**src/rtl/tshx_gearbox_pkg.sv**
```systemverilog
// Shared constants, types and elaboration helpers for the tristate-control gearbox.
// Imported by the interface, the lane slice and the top level.
package tshx_pkg;

  localparam int MAX_DLY = 3;
  localparam int DLY_W   = 2;

  typedef logic [DLY_W-1:0] dly_t;

  function automatic bit ratio_legal(input int ratio);
    return (ratio == 2) || (ratio == 4);
  endfunction

  // Anything other than "RESET" idles high (high-Z) so a mistyped value fails safe
  function automatic logic reset_bit(input string regset);
    return (regset == "RESET") ? 1'b0 : 1'b1;
  endfunction

endpackage

```
**src/rtl/tshx_gearbox_if.sv**
```systemverilog
// Parallel-word / serial-output bundle between the write-path controller and the gearbox.
// The controller side uses the master modport; the gearbox uses slave.
interface tshx_gearbox_if #(
  parameter int LANES = 1,
  parameter int RATIO = 2
);

  logic [LANES*RATIO-1:0] t_in;
  logic                   load;
  logic                   sync;
  tshx_pkg::dly_t         dly_sel;
  logic [LANES-1:0]       q;

  modport master (
    output t_in,
    output sync,
    output dly_sel,
    input  load,
    input  q
  );

  modport slave (
    input  t_in,
    input  sync,
    input  dly_sel,
    output load,
    output q
  );

endinterface

```
**src/rtl/tshx_gearbox_lane.sv**
```systemverilog
// One tristate lane: parallel-load shift register, 3-deep delay line and delay tap mux.
// Capture timing and the effective delay come from the shared top-level control.
module tshx_lane
  import tshx_pkg::*;
#(
  parameter int   RATIO   = 2,
  parameter logic RST_VAL = 1'b1
) (
  input  logic             eclk_i,
  input  logic             rstb_i,
  input  logic             capture_i,
  input  logic [RATIO-1:0] word_i,
  input  dly_t             dly_i,
  output logic             q_o
);

  logic [RATIO-1:0]   sreg_q, sreg_d;
  logic [MAX_DLY-1:0] dlyLine_q, dlyLine_d;
  logic               qRaw;

  assign qRaw = sreg_q[0];

  // Top bit refills from itself so the last transmitted bit holds until the next capture
  always_comb begin
    sreg_d    = {sreg_q[RATIO-1], sreg_q[RATIO-1:1]};
    dlyLine_d = {dlyLine_q[MAX_DLY-2:0], qRaw};
    if (capture_i) begin
      sreg_d = word_i;
    end
  end

  always_ff @(posedge eclk_i) begin
    if (rstb_i) begin
      sreg_q    <= {RATIO{RST_VAL}};
      dlyLine_q <= {MAX_DLY{RST_VAL}};
    end else begin
      sreg_q    <= sreg_d;
      dlyLine_q <= dlyLine_d;
    end
  end

  always_comb begin
    q_o = qRaw;
    case (dly_i)
      2'd1:    q_o = dlyLine_q[0];
      2'd2:    q_o = dlyLine_q[1];
      2'd3:    q_o = dlyLine_q[2];
      default: q_o = qRaw;
    endcase
  end

endmodule

```
**src/rtl/tshx_gearbox.sv**
```systemverilog
// Tristate-control gearbox top: phase counter, load strobe, word-aligned delay register
// and per-lane slicing of the parallel word.
module tshx_gearbox
  import tshx_pkg::*;
#(
  parameter int    LANES  = 1,
  parameter int    RATIO  = 2,
  parameter string REGSET = "SET"
) (
  input  logic                 eclk_i,
  input  logic                 rstb_i,
  tshx_gearbox_if.slave        bus
);

  localparam int            CW      = $clog2(RATIO);
  localparam logic [CW-1:0] LAST    = CW'(RATIO - 1);
  localparam logic          RST_VAL = reset_bit(REGSET);

  if (!ratio_legal(RATIO)) begin : gBadRatio
    $error("tshx_gearbox: RATIO must be 2 or 4");
  end

  logic [CW-1:0]    cnt_q, cnt_d;
  dly_t             dlyEff_q, dlyEff_d;
  logic             load;
  logic             capture;
  logic [LANES-1:0] q;

  // A sync request cancels the capture so realignment never takes a half-formed word
  assign load    = (cnt_q == LAST) && !rstb_i;
  assign capture = load && !bus.sync;

  always_comb begin
    cnt_d    = cnt_q + CW'(1);
    dlyEff_d = dlyEff_q;
    if (bus.sync || (cnt_q == LAST)) begin
      cnt_d = '0;
    end
    if (capture) begin
      dlyEff_d = bus.dly_sel;
    end
  end

  always_ff @(posedge eclk_i) begin
    if (rstb_i) begin
      cnt_q    <= '0;
      dlyEff_q <= '0;
    end else begin
      cnt_q    <= cnt_d;
      dlyEff_q <= dlyEff_d;
    end
  end

  for (genvar l = 0; l < LANES; l++) begin : gLane
    tshx_lane #(
      .RATIO   (RATIO),
      .RST_VAL (RST_VAL)
    ) uLane (
      .eclk_i    (eclk_i),
      .rstb_i    (rstb_i),
      .capture_i (capture),
      .word_i    (bus.t_in[l*RATIO +: RATIO]),
      .dly_i     (dlyEff_q),
      .q_o       (q[l])
    );
  end

  assign bus.load = load;
  assign bus.q    = q;

endmodule

```
**src/flat_wrapper.sv**
```systemverilog
// flat-port wrapper written by rule: the top's interface ports become plain ports
module tshx_gearbox_flat import tshx_pkg::*;
#(
  parameter int    LANES  = 1,
  parameter int    RATIO  = 2,
  parameter string REGSET = "   "
)
  (eclk_i, rstb_i, bus_t_in, bus_sync, bus_dly_sel, bus_load, bus_q);
  tshx_gearbox_if #(.LANES(LANES), .RATIO(RATIO)) bus_i ();
  input  logic eclk_i;
  input  logic rstb_i;
  input wire logic [$bits(bus_i.t_in)-1:0] bus_t_in;
  input wire logic [$bits(bus_i.sync)-1:0] bus_sync;
  input wire logic [$bits(bus_i.dly_sel)-1:0] bus_dly_sel;
  output wire logic [$bits(bus_i.load)-1:0] bus_load;
  output wire logic [$bits(bus_i.q)-1:0] bus_q;
  assign bus_i.t_in = bus_t_in;
  assign bus_i.sync = bus_sync;
  assign bus_i.dly_sel = bus_dly_sel;
  assign bus_load = bus_i.load;
  assign bus_q = bus_i.q;
  tshx_gearbox #(.LANES(LANES), .RATIO(RATIO), .REGSET(REGSET)) u_core (.eclk_i(eclk_i), .rstb_i(rstb_i), .bus(bus_i));
endmodule
```
**config.mk**
```make
export PLATFORM = sky130hd
export DESIGN_NAME = tshx_gearbox_flat
export DESIGN_NICKNAME = d
export VERILOG_FILES = /design/src/rtl/tshx_gearbox_pkg.sv /design/src/rtl/tshx_gearbox_if.sv /design/src/rtl/tshx_gearbox_lane.sv /design/src/rtl/tshx_gearbox.sv /design/src/flat_wrapper.sv
export SDC_FILE = /design/constraint.sdc
export NUM_CORES = 1
export LEC_CHECK = 0
export ABC_CLOCK_PERIOD_IN_PS = 1280
export BUFFER_PORTS_ARGS = -buffer_cell sky130_fd_sc_hd__buf_4
export CAP_MARGIN = 20
export CORE_AREA = 5 5 42 44
export DETAILED_ROUTE_END_ITERATION = 7
export DIE_AREA = 0 0 47 49
export SETUP_SLACK_MARGIN = 0.3
export SLEW_MARGIN = 5
export SYNTH_ARGS = -nofsm -noshare
export SYNTH_HDL_FRONTEND = slang
export SYNTH_SLANG_ARGS = --single-unit
```
**constraint.sdc**
```tcl
create_clock -name eclk_i -period 1.28 [get_ports eclk_i]
set_input_delay 0.32 -clock eclk_i [delete_from_list [all_inputs] [get_ports eclk_i]]
set_output_delay 0.32 -clock eclk_i [all_outputs]
set_load 0.02 [all_outputs]
```
==> results.json, run 1 <==
{
  "status": "finished with violations",
  "violations": "setup timing",
  "p_clk_share_pct": 38.0,
  "multiInputGateArea_um2": 123,
  "fin_setup_tns_ps": -279,
  "grt.overflow.total": 0,
  "dpl_worst_slack_ps": -22.4,
  "wl_per_cell_um": 9.62,
  "power.total_mw": 0.504,
  "synthTopCellsByCount": "dfxtp_1 (8), nand2_1 (8), a21oi_1 (3), or2_2 (3)",
  "p_leak_nw": 0.155,
  "cts_tree": "done",
  "yosys.area.top_type": "dfxtp_1",
  "die_w_um": 47,
  "ys_types": 9,
  "synth_ff_type": "dfxtp_1",
  "min_period_over_period_pct": 122,
  "setup_violations": 1,
  "setup.worst_path.start_class": "register",
  "slew_headroom_pct": 90.0,
  "min_period_ps": 1560,
  "nets": 48,
  "skew_ps": 1.85,
  "worstPathCellList": "mux4_2 > buf_6",
  "grt_pass1_vias": 214,
  "seqPwrFrac_pct": 52.2,
  "p_sw_share_pct": 21.5,
  "dp_cells": 51,
  "yosysWarnings": 0,
  "seq_area_frac_synth_pct": 59.0,
  "coreArea_um2": 1400,
  "pwr-share-comb_pct": 9.8,
  "crit_slowest_cell": "mux4_2",
  "drcViolationCount": 0,
  "num_io_pins": 9,
  "cp.arrival_ps": 1240,
  "cap_violations": 0,
  "drv_slew": 0,
  "area_delta_synth_final_pct": 48.4,
  "cp_slowest_stage_delay_ps": 500,
  "register_area_um2": 163,
  "hold-worst-slack_ps": 231,
  "synth_nets": 34,
  "cts-root-buf": "clkbuf_4",
  "r2r_slack_ps": 410,
  "cp_max_fo": 2,
  "via_per_inst": 3.80,
  "required_ps": 960,
  "antenna_left": 0,
  "rsz0062_at_grt": "yes",
  "p_int_mw": 0.395,
  "die-height_um": 49,
  "irDropWorstVdd_mv": 0.526,
  "clock-sinks": 8,
  "antenna_found_initial": 0,
  "hold_buffers": 0,
  "max_slew.worst_pin.slew_ps": 150,
  "place.gp.congestion": 0.663,
  "layout_setup_ws_ps": -279,
  "ys_ff_latch": 8,
  "finalHoldViolCount": 0,
  "final_cells": 55,
  "grt_start_max_net_pins": 9,
  "synth_area_leaders": "dfxtp_1 (59%), nand2_1 (11%), mux4_2 (8.3%), or2_2 (6.9%), a21oi_1 (5.5%)",
  "powerDensity_nw_per_um2": 1250,
  "dr.pass1.iters": 2,
  "clockBufferDepth": 2,
  "synth_async_sr_flop_share_pct": 0,
  "synth_area_um2": 272,
  "path_clk_slew_ps": 50,
  "num_rows": 14,
  "cts_buffers": 3,
  "grt_pass1_wl_um": 876,
  "dieArea_um2": 2300,
  "portBuffers": 8,
  "fmax_mhz": 641,
  "yosysTopAreaCellShare_pct": 59.0,
  "critical_path_class": "register to primary output",
  "end_kind": "primary output",
  "grt.total_usage_pct": 5.72,
  "antenna_cells": 0,
  "drive_gt1_share_pct": 51.3,
  "whs_path_depth": 2,
  "via_count": 209,
  "nFillCells": 162,
  "hold_path.class": "input pin to register",
  "avgSynthCellArea_um2": 10.1,
  "syn_inst": 27,
  "wl_um": 529,
  "r2r_cells": 4,
  "clk-insertion-delay-late_ps": 250,
  "initial_utilization_pct": 19.4,
  "drt_iter0_drc": 1,
  "p_switching_mw": 0.108,
  "synth_edf_count": 0,
  "htreeDepth": 1
}
==> state kept, by name (all words and copies together), names as in the netlist <==
signal and count:
u_core.gLane.uLane.sreg_q 2, u_core.gLane.uLane.dlyLine_q 3, u_core.dlyEff_q 2, u_core.cnt_q 1
==> cell families (layout without fill, tap and decap cells) <==
kind of cell           Yosys count  in the layout  synth area share [%]
DFF                              8              8                  59.0
and+or+nand+nor                 15             15                  27.2
AOI/OAI and AO/OA                3              3                  5.53
muxes                            1              1                  8.29
buffers and inverters            0             12                     0
==> critical path: cells and delay by family (launching register included) <==
family                 cells  cell delay (ps)
buffers and inverters      1              150
muxes                      1              500
DFF                        1              340
==> timing repair <==
item / CTS / global route
endpoints found under the setup margin: 2 / 4
setup buffers: 1 / 0
hold endpoints to repair: 0 / 0
gates resized for setup: 4 / 1
==> layer usage <==
metal	GRT usage (%)	part of all wire [%]
met1	6.89	47
met2	6.33	42
met3	5.90	12
met4	2.76	0
met5	0	0
==> through the flow <==
| stage | instance area, um^2 | util (%) |
|---|---|---|
| 3_3_place_gp | 355 | 25.4 |
| 6_report | 403 | 28.7 |
| 4_1_cts | 399 | 28.5 |
| 3_5_place_dp | 355 | 25.4 |
| 5_1_grt | 403 | 28.7 |
| 2_1_floorplan | 275 | - |
==> worst paths after layout <==
check,startpoint,end
max reg2reg,u_core.cnt_q,u_core.gLane[0].uLane.sreg_q[0]
min reg2reg,u_core.gLane[0].uLane.sreg_q[1],u_core.gLane[0].uLane.sreg_q[1]
max,u_core.dlyEff_q[0],bus_q
min,bus_sync,u_core.cnt_q
==> placed cells by master, fill, tap and decap left out <==
cell      count
buf_4         7
and2b_1       1
nand2_1       8
clkbuf_4      3
dfxtp_2       2
a21oi_2       1
a21oi_1       2
buf_6         2
or2_2         3
nor3_1        1
nand2b_1      1
mux4_2        1
nor2b_4       1
dfxtp_1       6
==> power by group through the flow <==
stage	logic, mW	registers [mW]	clock network (mW)
finish	0.0494	0.263	0.192
global placement	0.0416	0.268	0
CTS	0.0493	0.263	0.201
global route	0.0540	0.263	0.215
floorplan	0.0181	0.267	0
detailed placement	0.0417	0.268	0
==> layout make-up <==
cell class / instances / share of cell area, %
flip-flops and latches: 8 / 40.4
multi-input cells: 19 / 30.4
repair buffers: 9 / 18.6
clock buffers: 3 / 5.59
well taps: 16 / 4.97
(Power assumes the default switching activity.)
==> run 2: changes to the inputs <==
- SYNTH_HIERARCHICAL: not set -> 1
==> run 2 against run 1 <==
Compared with the run above:
- the flow still finishes with violations (setup timing)
- design area is 13% higher
- area after synthesis is 13% higher
- largest power group unchanged
- critical path depth stayed put
- flip-flop and latch count stayed put
- register-to-register slack worse by 180 ps
- power is 0.37% higher
- combinational power is 12% higher
- non-clock buffer count is 1 higher
==> results.json, run 2 <==
{
  "status": "finished with violations",
  "violations": "setup timing",
  "final_cell_mix": "buf_4 (7), dfxtp_1 (6), clkbuf_4 (3), buf_6 (3), or2_2 (3)",
  "fin_area_um2": 454,
  "cts_tree": "done",
  "max_slew.worst_pin.slew_ps": 138,
  "synthTopCellsByCount": "dfxtp_1 (8), nand2b_1 (3), or2_2 (3)",
  "initial_utilization_pct": 22.0,
  "synth_area_leaders": "dfxtp_1 (52%), mux4_2 (7.3%), nand4bb_1 (7.3%), nand2b_1 (6.1%), or2_2 (6.1%)",
  "antenna_found_initial": 0,
  "largest_register": "u_core/gLane.uLane/dlyLine_q",
  "antenna_left": 0,
  "antenna_cells": 0,
  "ys_types": 12,
  "grt_pass1_wl_um": 1010,
  "utilization_pct": 32.4,
  "dieArea_um2": 2300,
  "cap_violations": 0,
  "die_w_um": 47,
  "grt_start_max_net_pins": 13,
  "synth_async_sr_flop_share_pct": 0,
  "p_leak_nw": 0.175,
  "irDropWorstVdd_mv": 0.625,
  "wl_per_cell_um": 9.98,
  "min_period_over_period_pct": 121,
  "synth_area_um2": 308,
  "drt_iter0_drc": 0,
  "synth_nets": 34,
  "min_period_ps": 1550,
  "drcViolationCount": 0,
  "area_delta_synth_final_pct": 47.6,
  "nets": 49,
  "coreArea_um2": 1400,
  "ys_ff_latch": 8,
  "nFillCells": 155,
  "layout_setup_ws_ps": -265,
  "num_rows": 14,
  "clockBufferDepth": 2,
  "cp_max_fo": 2,
  "cts-root-buf": "clkbuf_4",
  "grt.total_usage_pct": 6.59,
  "num_io_pins": 9,
  "drive_gt1_share_pct": 55.0,
  "yosysTopAreaCellShare_pct": 52.0,
  "required_ps": 960,
  "drv_slew": 0,
  "cp.arrival_ps": 1230,
  "setup.worst_path.start_class": "register",
  "path_clk_slew_ps": 50,
  "dpl_worst_slack_ps": -2.98,
  "portBuffers": 8,
  "die-height_um": 49,
  "largest_registers": "u_core/gLane.uLane/dlyLine_q (3), u_core/dlyEff_q (2), u_core/gLane.uLane/sreg_q (2)",
  "largest_reg_flops": 3,
  "critical_path_class": "register to primary output",
  "dp_cells": 51,
  "synth_ff_type": "dfxtp_1",
  "final_common_cell": "buf_4",
  "final_cells": 56,
  "dr.pass1.iters": 1,
  "synth_edf_count": 0,
  "grt.overflow.total": 0,
  "fmax_mhz": 647,
  "seq_area_frac_synth_pct": 52.0,
  "syn_inst": 27,
  "via_count": 244,
  "place.gp.congestion": 0.595,
  "via_per_inst": 4.36,
  "hold_path.class": "input pin to register",
  "wl_um": 559,
  "avgSynthCellArea_um2": 11.4,
  "post_dp_cell_area_um2": 392,
  "clk-insertion-delay-late_ps": 250,
  "yosysMostFrequentCell": "dfxtp_1",
  "slew_headroom_pct": 90.8,
  "grt_pass1_vias": 241,
  "hold-worst-slack_ps": 270,
  "yosysWarnings": 6,
  "skew_ps": 5.79,
  "powerDensity_nw_per_um2": 1110,
  "yosys.area.top_type": "dfxtp_1",
  "htreeDepth": 1,
  "setup_violations": 1,
  "end_kind": "primary output",
  "cts_buffers": 3,
  "finalHoldViolCount": 0,
  "rsz0062_at_grt": "yes",
  "clock-sinks": 8
}
## run 2: cell types whose count changed after synthesis, sizes merged
cell	previous run	this run
nand4bb	0	2
nand2b	1	3
nor2b	1	2
nand3b	0	2
o21ai	0	2
nand2	8	2
a21oi	3	0
## run 2: through the flow
| step | power [mW] | setup TNS, ps |
|---|---|---|
| floorplan | 0.285 | 0 |
| global placement | 0.310 | 0 |
| detailed placement | 0.310 | -2.98 |
| CTS | 0.519 | -280 |
| global route | 0.543 | -324 |
| finish | 0.506 | -265 |
## run 2: layout make-up
cell class                 count  area, um^2  share of cell area (%)
timing repair buffer          10        86.3                    19.0
sequential                     8         163                    35.8
clock buffer                   3        22.5                    4.96
multi-input combinational     19         163                    35.8
tap                           16        20.0                    4.41
## run 2: layer usage
| layer | up-vias | global-route usage [%] | share of wire [%] |
|---|---|---|---|
| li1 | 122 | - | - |
| met1 | 113 | 7.62 | 43 |
| met4 | 0 | 2.76 | 0 |
| met3 | 0 | 6.64 | 7.9 |
| met2 | 9 | 7.92 | 48 |
| met5 | - | 0 | 0 |
## run 2: kinds of logic (layout without fill, tap and decap cells)
| logic type | Yosys count | after routing | share of synthesized area, % |
|---|---|---|---|
| muxes | 1 | 1 | 7.32 |
| and+or+nand+nor | 16 | 16 | 37.4 |
| DFF | 8 | 8 | 52.0 |
| AOI/OAI and AO/OA | 2 | 2 | 3.25 |
| buffers and inverters | 0 | 13 | 0 |
## run 2: critical path, cell delays in order (launching register included)
cell	delay, ps
dfxtp_2	330
mux4_2	500
buf_6	150
## run 2: worst paths after layout
path                                      start                                  to  slack [ps]  depth (start not counted)
min                                    bus_sync                        u_core/cnt_q         270                          2
max reg2reg                        u_core/cnt_q     u_core/gLane[0].uLane/sreg_q[0]         230                          5
min reg2reg  u_core/gLane[0].uLane/dlyLine_q[1]  u_core/gLane[0].uLane/dlyLine_q[2]         430                          1
max                          u_core/dlyEff_q[0]                               bus_q        -270                          2
## run 2: repair_timing
item                                    CTS  global route
buffers inserted                          2             0
gates resized for setup                   6             0
hold buffers                              0             0
endpoints found under the setup margin    4             4
gates cloned                              0             0
## run 2: where the power goes
group	switching (mW)	internal, mW
Combinational	0.0196	0.0356
Clock	0.0821	0.107
Sequential	0.00427	0.257
Total	0.106	0.400
==> run 3: changes to the inputs <==
- REMOVE_ABC_BUFFERS: not set -> 1
==> run 3 against run 2 <==
Compared with the run above:
- design area rose by 5.8%
- routed wire length is 21% higher
- sequential power is essentially flat
- clock skew fell by 2.4 ps
- die area unchanged
- global-route usage is 0.29 points lower
- the flow still finishes with violations (setup timing)
- final cell count is 5.4% higher
- first-iteration DRC count up 3
- combinational power is 16% higher
==> results.json, run 3 (same netlist as run 2, synthesis figures left out) <==
{
  "min_period_ps": 1560,
  "hold_path.class": "input pin to register",
  "end_kind": "primary output",
  "antenna_cells": 0,
  "r2r_cells": 5,
  "grt_pass1_wl_um": 979,
  "via_per_inst": 4.17,
  "dp_cells": 51,
  "largest_register": "u_core/gLane.uLane/dlyLine_q",
  "grt.total_usage_pct": 6.30,
  "violations": "setup timing",
  "final_cells": 59,
  "grt_pass1_vias": 254,
  "fin_setup_tns_ps": -278,
  "cts-root-buf": "clkbuf_4",
  "skew_ps": 3.34,
  "grt.overflow.total": 0,
  "fmax_mhz": 642,
  "num_io_pins": 9,
  "largest_registers": "u_core/gLane.uLane/dlyLine_q (3), u_core/dlyEff_q (2), u_core/gLane.uLane/sreg_q (2)",
  "die_w_um": 47,
  "htreeDepth": 1,
  "cp.arrival_ps": 1240,
  "place_hpwl_um": 428,
  "clockBufferDepth": 2,
  "post_dp_cell_area_um2": 388,
  "final_cell_mix": "buf_4 (10), dfxtp_1 (6), clkbuf_4 (3), buf_6 (3), or2_2 (3)",
  "cp_max_fo": 2,
  "cts_tree": "done",
  "required_ps": 960,
  "drv_slew": 0,
  "largest_reg_flops": 3,
  "fin_area_um2": 480,
  "drive_gt1_share_pct": 60.5,
  "dr.pass1.iters": 4,
  "coreArea_um2": 1400,
  "nFillCells": 149,
  "grt_start_max_net_pins": 13,
  "powerDensity_nw_per_um2": 1070,
  "setup.worst_path.start_class": "register",
  "drcViolationCount": 0,
  "initial_utilization_pct": 22.0,
  "via_count": 246,
  "layout_setup_ws_ps": -278,
  "finalHoldViolCount": 0,
  "whs_path_depth": 2,
  "p_leak_nw": 0.192,
  "antenna_found_initial": 0,
  "drt_iter0_drc": 3,
  "max_slew.worst_pin.slew_ps": 136,
  "min_period_over_period_pct": 122,
  "portBuffers": 8,
  "antenna_left": 0,
  "area_delta_synth_final_pct": 56.1,
  "rsz0062_at_grt": "yes",
  "final_common_cell": "buf_4",
  "wl_per_cell_um": 11.4,
  "clk-insertion-delay-late_ps": 250,
  "slew_headroom_pct": 90.9,
  "irDropWorstVdd_mv": 0.474,
  "die-height_um": 49,
  "status": "finished with violations",
  "critical_path_class": "register to primary output",
  "cts_buffers": 3,
  "cap_violations": 0,
  "dieArea_um2": 2300,
  "setup_violations": 1,
  "place.gp.congestion": 0.675,
  "path_clk_slew_ps": 50,
  "nets": 52,
  "clock-sinks": 8,
  "num_rows": 14,
  "wl_um": 674
}
-- run 3: changes by cell type in the layout (fill, tap and decap cells not counted), sizes merged --
cell | previous run | this run
buf | 10 | 13
-- run 3: path summary, 6_finish.rpt --
kind                                 startpoint                            endpoint  slack (ps)
max                          u_core/dlyEff_q[0]                               bus_q        -280
min                                    bus_sync                        u_core/cnt_q         270
max reg2reg                        u_core/cnt_q     u_core/gLane[0].uLane/sreg_q[1]         240
min reg2reg  u_core/gLane[0].uLane/dlyLine_q[0]  u_core/gLane[0].uLane/dlyLine_q[1]         450
-- run 3: critical path: stages, from the launching register on --
cell and delay, ps:
dfxtp_2 330, mux4_2 500, buf_6 150
-- run 3: final cells by class --
class,count,area [um^2],share of cell area [%]
repair buffers,13,109,22.7
flip-flops and latches,8,163,33.9
multi-input cells,19,166,34.6
clock buffers,3,22.5,4.69
well taps,16,20.0,4.17
-- run 3: what timing repair did --
action,4_1_cts,5_1_grt
hold buffers,0,0
pin swaps,0,2
hold endpoints to repair,0,0
endpoints found under the setup margin,4,4
gates resized for setup,5,4
setup buffers,2,3
-- run 3: power by group --
| part | internal (mW) | switching (mW) | leakage, nW |
|---|---|---|---|
| sequential | 0.257 | 0.00451 | 0.0660 |
| combinational | 0.0414 | 0.0229 | 0.113 |
| clock | 0.107 | 0.0834 | 0.0138 |
| total | 0.405 | 0.111 | 0.192 |
-- run 3: layer usage --
| layer | GRT usage [%] | wire length [um] | part of all wire, % |
|---|---|---|---|
| met5 | 0 | 0 | 0 |
| met1 | 6.03 | 264 | 39 |
| met4 | 2.76 | 0 | 0 |
| met2 | 9.28 | 352 | 52 |
| met3 | 5.54 | 57 | 8.5 |
-- run 3: stage by stage --
stage | setup WS (ps) | total power [mW] | hold slack (ps) | util (%)
floorplan | 64.4 | 0.284 | 391 | -
global placement | -22.9 | 0.309 | 434 | 27.7
detailed placement | -52.5 | 0.310 | 447 | 27.7
CTS | -291 | 0.511 | 261 | 31.6
global route | -330 | 0.538 | 266 | 34.3
finish | -278 | 0.516 | 267 | 34.3
